==> src/rtl/masker_pkg.sv <==
// Shared widths, S1 payload layout and the rotate helper for the masker pipeline.
package masker_pkg;

  localparam int DATA_W  = 32;
  localparam int SHAMT_W = 5;

  typedef struct packed {
    logic [DATA_W-1:0] rotated;
    logic [DATA_W-1:0] mask;
    logic [DATA_W-1:0] a;
  } s1_payload_t;

  // Upper half of the doubled word shifted left is the left rotation.
  function automatic logic [DATA_W-1:0] rotl(input logic [DATA_W-1:0] x,
                                             input logic [SHAMT_W-1:0] n);
    logic [2*DATA_W-1:0] dbl;
    dbl = {x, x} << n;
    return dbl[2*DATA_W-1:DATA_W];
  endfunction

endpackage

==> src/rtl/masker_mask_gen.sv <==
// Field mask generator: bit i set iff mskr <= i <= mskl (empty when mskr > mskl).
module mask_gen
  import masker_pkg::*;
(
  input  logic [SHAMT_W-1:0] mskl,
  input  logic [SHAMT_W-1:0] mskr,
  output logic [DATA_W-1:0]  mask
);

  for (genvar gi = 0; gi < DATA_W; gi++) begin : g_bit
    localparam logic [SHAMT_W-1:0] BIT_IDX = SHAMT_W'(gi);
    assign mask[gi] = (BIT_IDX >= mskr) && (BIT_IDX <= mskl);
  end

endmodule

==> src/rtl/masker_pipe.sv <==
// Two-stage rotate-and-mask merge pipeline with valid/ready handshakes and flush.
// Optional delivered-result counter on op_count when MASKER_PERF_COUNT_EN is defined.
module masker_pipe
  import masker_pkg::*;
#(
  parameter int W = 32
) (
  input  logic               clk,
  input  logic               reset,
  input  logic               in_valid,
  output logic               in_ready,
  input  logic [W-1:0]       m,
  input  logic [W-1:0]       a,
  input  logic [SHAMT_W-1:0] rot,
  input  logic [SHAMT_W-1:0] mskl,
  input  logic [SHAMT_W-1:0] mskr,
  input  logic               flush,
  output logic               out_valid,
  input  logic               out_ready,
  output logic [W-1:0]       r
`ifdef MASKER_PERF_COUNT_EN
  ,
  output logic [15:0]        op_count
`endif
);

  logic              s1_valid_reg;
  s1_payload_t       s1_data_reg;
  logic              s2_valid_reg;
  logic [W-1:0]      r_reg;

  logic [DATA_W-1:0] mask_next;
  s1_payload_t       payload_next;
  logic [W-1:0]      merged_next;
  logic              s2_load;
  logic              s1_advance;
  logic              accept;

  mask_gen u_mask_gen (
    .mskl (mskl),
    .mskr (mskr),
    .mask (mask_next)
  );

  assign payload_next.rotated = rotl(m, rot);
  assign payload_next.mask    = mask_next;
  assign payload_next.a       = a;

  assign merged_next = (s1_data_reg.rotated & s1_data_reg.mask) |
                       (s1_data_reg.a & ~s1_data_reg.mask);

  // S1 moves forward exactly when S2 can take its contents.
  assign s2_load    = !s2_valid_reg || out_ready;
  assign s1_advance = s2_load;
  assign in_ready   = (!s1_valid_reg || s1_advance) && !flush;
  assign accept     = in_valid && in_ready;

  always_ff @(posedge clk or posedge reset) begin
    if (reset) begin
      s1_valid_reg <= 1'b0;
      s1_data_reg  <= '0;
      s2_valid_reg <= 1'b0;
      r_reg        <= '0;
    end else if (flush) begin
      s1_valid_reg <= 1'b0;
      s2_valid_reg <= 1'b0;
    end else begin
      if (s2_load) begin
        s2_valid_reg <= s1_valid_reg;
        if (s1_valid_reg) begin
          r_reg <= merged_next;
        end
      end
      if (!s1_valid_reg || s1_advance) begin
        s1_valid_reg <= accept;
        if (accept) begin
          s1_data_reg <= payload_next;
        end
      end
    end
  end

  assign out_valid = s2_valid_reg;
  assign r         = r_reg;

`ifdef MASKER_PERF_COUNT_EN
  logic [15:0] op_count_reg;

  always_ff @(posedge clk or posedge reset) begin
    if (reset) begin
      op_count_reg <= '0;
    end else if (s2_valid_reg && out_ready) begin
      op_count_reg <= op_count_reg + 16'd1;
    end
  end

  assign op_count = op_count_reg;
`endif

endmodule

==> config.mk <==
export PLATFORM = sky130hd
export DESIGN_NAME = masker_pipe
export DESIGN_NICKNAME = d
export VERILOG_FILES = /design/src/rtl/masker_pkg.sv /design/src/rtl/masker_mask_gen.sv /design/src/rtl/masker_pipe.sv
export SDC_FILE = /design/constraint.sdc
export NUM_CORES = 1
export LEC_CHECK = 0
export CAP_MARGIN = 40
export CORE_MARGIN = 2
export CORE_UTILIZATION = 35
export CTS_CLUSTER_SIZE = 8
export DETAILED_ROUTE_END_ITERATION = 8
export GPL_TIMING_DRIVEN = 0
export PLACE_DENSITY = 0.63
export SETUP_SLACK_MARGIN = 0.15
export SYNTH_ARGS = -nofsm -noshare
export SYNTH_HDL_FRONTEND = slang
export SYNTH_SLANG_ARGS = --single-unit
==> constraint.sdc <==
create_clock -name clk -period 9 [get_ports clk]
set_input_delay 1.8 -clock clk [delete_from_list [all_inputs] [get_ports clk]]
set_output_delay 1.8 -clock clk [all_outputs]
set_load 0.05 [all_outputs]
Word-level counts from Yosys, hierarchy flattened --
Cells that the tools add are included.
Word-level totals: bits in registers 130, bits of input ports 84, output and inout bits 34, logic and storage cells 123
Cells by class: magnitude comparators 64, shift-type cells 1, mux-type cells 4, bitwise logic cells 5, reduce and logical (&&, ||, !) cells 43
Operators with widths (number):
- 5-bit greater-or-equal comparator (first input constant) | 16
- 5-bit less-or-equal comparator (first input constant) | 16
- 32-bit AND | 2
- 64-bit by 5-bit left shift with 64-bit output | 1
- 4-bit by 5-bit greater-or-equal comparator with 1-bit output (first input constant) | 8
- 4-bit by 5-bit less-or-equal comparator with 1-bit output (first input constant) | 8
- 1-bit logical AND | 34
- 32-bit NOT | 1
- 32-bit OR | 1
- 3-bit by 5-bit greater-or-equal comparator with 1-bit output (first input constant) | 4
- 3-bit by 5-bit less-or-equal comparator with 1-bit output (first input constant) | 4
- 1-bit by 5-bit greater-or-equal comparator with 1-bit output (first input constant) | 2
- 2-bit by 5-bit greater-or-equal comparator with 1-bit output (first input constant) | 2
- 1-bit by 5-bit less-or-equal comparator with 1-bit output (first input constant) | 2
- 2-bit by 5-bit less-or-equal comparator with 1-bit output (first input constant) | 2
- 3-bit AND reduction | 2
- 1-bit two-way mux | 4
- 2-bit nonzero test | 2
- 1-bit zero test | 3
- 1-bit logical OR | 2
- 1-bit NOT | 1

Depth between registers and ports, before layout --
Gate-level depths: netlist of run 1.
depth after elaboration 7, gate-level depth with buffers 6, depth with buffers taken out 4

By module --
A second synthesis of run 1 with hierarchy kept.
Unflattened totals: cells, all modules 688, area total of the unflattened synthesis 7186.9 um^2
By module, submodules not included:
- masker_pipe | instances 1, cells an instance 611, area each 6683.9 um^2, seq. area each 3253.1 um^2
- mask_gen | instances 1, cells an instance 77, area each 503.0 um^2, seq. area each 0.0 um^2

Worst setup path before layout of run 1 --
No wires, ideal clock.
path kind in2out, start point input out_ready, end point output in_ready, arrival 2638 ps, data required time 7200 ps, path slack 4562 ps, cell stages on the path 2, buffers on the path 0, cells stage by stage nor2b_1 -> a21oi_1
Between the ends: word-level cells in the longest chain between the ends 3
Ends and longest elaborated chain:
- start: declaration | RTL line masker_pipe.sv:19 | input logic out_ready,
- 1-bit logical OR | RTL line masker_pipe.sv:53 | assign s2_load = !s2_valid_reg || out_ready;
- 1-bit logical OR | RTL line masker_pipe.sv:55 | assign in_ready = (!s1_valid_reg || s1_advance) && !flush;
- 1-bit logical AND | RTL line masker_pipe.sv:55
- end: declaration | RTL line masker_pipe.sv:11 | output logic in_ready,
Every way passes these cells.

Worst setup path after layout of run 1 --
Ends and elaborated chain as after synthesis.

==> reports/results.txt, run 1 <==
Status = finished, final reports clean
Gr usage total = 20.8%
CP Capture Type = output port
Max H-tree Level = 4
Cts bufs inserted = 17
Post-layout util = 46.4%
Hold Path Stages = 2
# IOs = 118
Starting Density = 35.7%
Root buffer cell = clkbuf_16
Async SR Flop Fraction = 100%
Setup TNS = 0 ps
Ys flop type = dfrtp_1
Critical Path, Cell by Cell = clkdlybuf4s50_1, nor2b_1, a21oi_1, clkdlybuf4s50_1
Worst path max stage delay = 810 ps
Reg2reg start = s1_valid_reg$_DFFE_PP0P_
Max Slew Vio Count = 0
Min-delay src = s1_data_reg[92]$_DFFE_PP0P_
Largest net degree at the start of global routing = 72
CP Launch Type = input pin
Die Footprint = 0.0219 mm^2
CTS tree = built
Maximum buffer depth of the clock tree = 2
Yosys top cell area share = 44.9%
WL final = 22500 um
Post-synth EDFFs = 0
Mapped Cells = 653
Crit Path Category = in -> out
Global placer's final weighted congestion = 0.964
Final Cycle Share = 56.7%
Leak pwr = 3.80 nW
GRT overflow = 0
Arrival time worst endpoint = 3300 ps
ANT nets after route = 0
Setup violators final = 0
Relative slew slack = 48.4%
Clock latency on the worst-skew pair = 420 ps
Share of cells above drive strength 1 = 18.3%
DRT iter0 DRCs = 482
Post-synth top cells = dfrtp_1 (130), o22ai_1 (65), nand2_1 (64)
Max Clk Rate = 196 MHz
Sequential area share after synthesis = 44.9%
Worst-path clk slew = 60 ps
Syn_nets = 737
Post-CTS setup buffers = 0
Die X-Extent = 148 um
CP required = 7200 ps
Worst Setup SP = out_ready
Fin crit period = 5100 ps
R2r setup slk = 6840 ps
Slowest cell on crit path = clkdlybuf4s50_1
Via-per-instance ratio = 5.69
Clock sinks = 130
Slew @ Worst Pin = 774 ps
Via Count = 6073
Remaining DRCs = 0
Hpwl dp = 17100 um
Filler cells = 1898
Most used cell, CP = clkdlybuf4s50_1
Chip height = 148 um
Initial antenna violation count = 0
Area growth from synthesis to layout = 29.9%
Syn avg cell area = 11.1 um^2
Endpoints failing hold = 0
Ys Warns = 0
IO Port Bufs = 111
Number of placed cells counting well taps = 1035
Crit-path max FO = 3
Post-Route Skew = 5.04 ps
Footprint of the multi-input gates = 0.00371 mm^2
Synthesized area = 0.00725 mm^2
Most numerous cell in the Yosys netlist = dfrtp_1
Hold-fix buffers at CTS = 0
Maximum VDD drop = 0.130 mV
Register area = 0.00325 mm^2
PwrDens = 224 mW/mm^2
Max reg flops = 96
RSZ-0062 raised after global routing = no
Total power = 2.11 mW
Number of diodes = 0
HP Class = reg -> reg
Vias in the first global route = 5998
Seq cells post-synth = 130
First-pass GRT wire length = 34700 um
Synth area leaders = dfrtp_1 (45%), mux4_2 (9.9%), mux2_4 (6.2%)
Area leader, netlist = dfrtp_1
FP Rows = 52
Core ar. = 0.0203 mm^2
Critical R2R Capture = s1_data_reg[26]$_DFFE_PP0P_
Synth unique cells = 40
Post-CTS Resized = 0
Reg2reg path depth = 5
Nets@finish = 868
Finished Layout Cells = 1067
WL/cell = 21.1 um
Hold EP = s1_data_reg[92]$_DFFE_PP0P_
Max_cap viols = 0
Pre-antenna DRT Iters = 6
## worst max-delay path, delay by kind of cell
family,cells,cell delay (ps)
AO/OA/AOI/OAI,1,140
buffers and inverters,2,1280
AND/OR/NAND/NOR,1,70
## stage by stage
| stage | setup slack (ps) | hold slack, ps | instance area [um^2] |
|---|---|---|---|
| after floorplan | 3730 | 448 | 7250 |
| after global placement | 1810 | 484 | 8700 |
| after detailed placement | 3910 | 488 | 8730 |
| after CTS | 3890 | 500 | 9410 |
| after global routing | 3850 | 508 | 9410 |
| final | 3900 | 500 | 9410 |
## report_power, final
part           internal, mW  leakage [nW]  switching [mW]  total (mW)
Combinational         0.234          1.90           0.332       0.565
Clock                 0.534         0.329           0.255       0.788
Sequential            0.683          1.57          0.0707       0.754
Total                  1.45          3.80           0.657        2.11
## cell type report
| cell class | count | share of cell area [%] |
|---|---|---|
| Buffer | 62 | 2.92 |
| Tap cell | 270 | 3.59 |
| Timing Repair Buffer | 112 | 12.1 |
| Multi-Input combinational cell | 458 | 39.4 |
| Inverter | 3 | 0.173 |
| Clock inverter | 13 | 2.46 |
| Clock buffer | 19 | 4.81 |
| Sequential cell | 130 | 34.6 |
## layer usage
metal  wire [um]  share of wire (%)  GRT usage (%)
met5           0                  0              0
met4         767                3.4           8.10
met2       10300                 46           32.8
met3        1490                6.6           3.89
met1        9930                 44           28.4
## cells by family after synthesis
| group | count (synthesis) | share of synthesized area [%] |
|---|---|---|
| muxes | 128 | 25.9 |
| DFF | 130 | 44.9 |
| and+or+nand+nor | 133 | 7.79 |
| buffers and inverters | 65 | 3.95 |
| AOI/OAI and AO/OA | 197 | 17.5 |
## placed cells by master (no fill, tap or decap), types with 2 or more instances in the layout
cell,count
inv_1,2
a21oi_1,40
nor2b_1,3
nand2_1,64
nand3_1,4
mux2_4,30
clkbuf_1,40
or2_2,4
buf_6,4
clkbuf_8,2
mux2_2,34
dfrtp_1,130
clkinv_4,3
clkinv_2,2
a311o_1,3
o21ai_0,21
bufinv_16,6
clkdlybuf4s50_1,111
o41ai_1,3
o22ai_1,65
a31oi_1,3
mux2i_1,32
a22o_1,3
a2111oi_0,6
nor2_1,43
clkinvlp_4,2
buf_1,10
nand2b_1,4
nand3b_1,3
or3_1,2
mux4_2,32
o31ai_1,39
a21o_1,8
buf_2,7
clkbuf_16,17
nor3_1,2
## how the worst max path moves through the flow
stage,slack [ps],to,depth (start not counted)
floorplan,3730,out_valid$_DFFE_PP0P_,1
global placement,1810,s1_data_reg[90]$_DFFE_PP0P_,2
detailed placement,3910,in_ready,4
CTS,3890,in_ready,4
global route,3850,in_ready,4
finish,3900,in_ready,4
(Power assumes the default switching activity.)
==> inputs of run 2 (changes only) <==
- clock period: 9 -> 5.34 ns (I/O delays scaled with it)
==> results of run 2 <==
The final DEF is identical to that of run 1. Status: finished, final reports clean.
Among the figures that moved: setup slack after placement 3910 ps -> 1710 ps; setup slack after layout 3900 ps -> 1700 ps; register-to-register setup slack 6840 ps -> 3180 ps; total power 2.11 mW -> 3.55 mW; worst IR drop on VDD 0.130 mV -> 0.219 mV
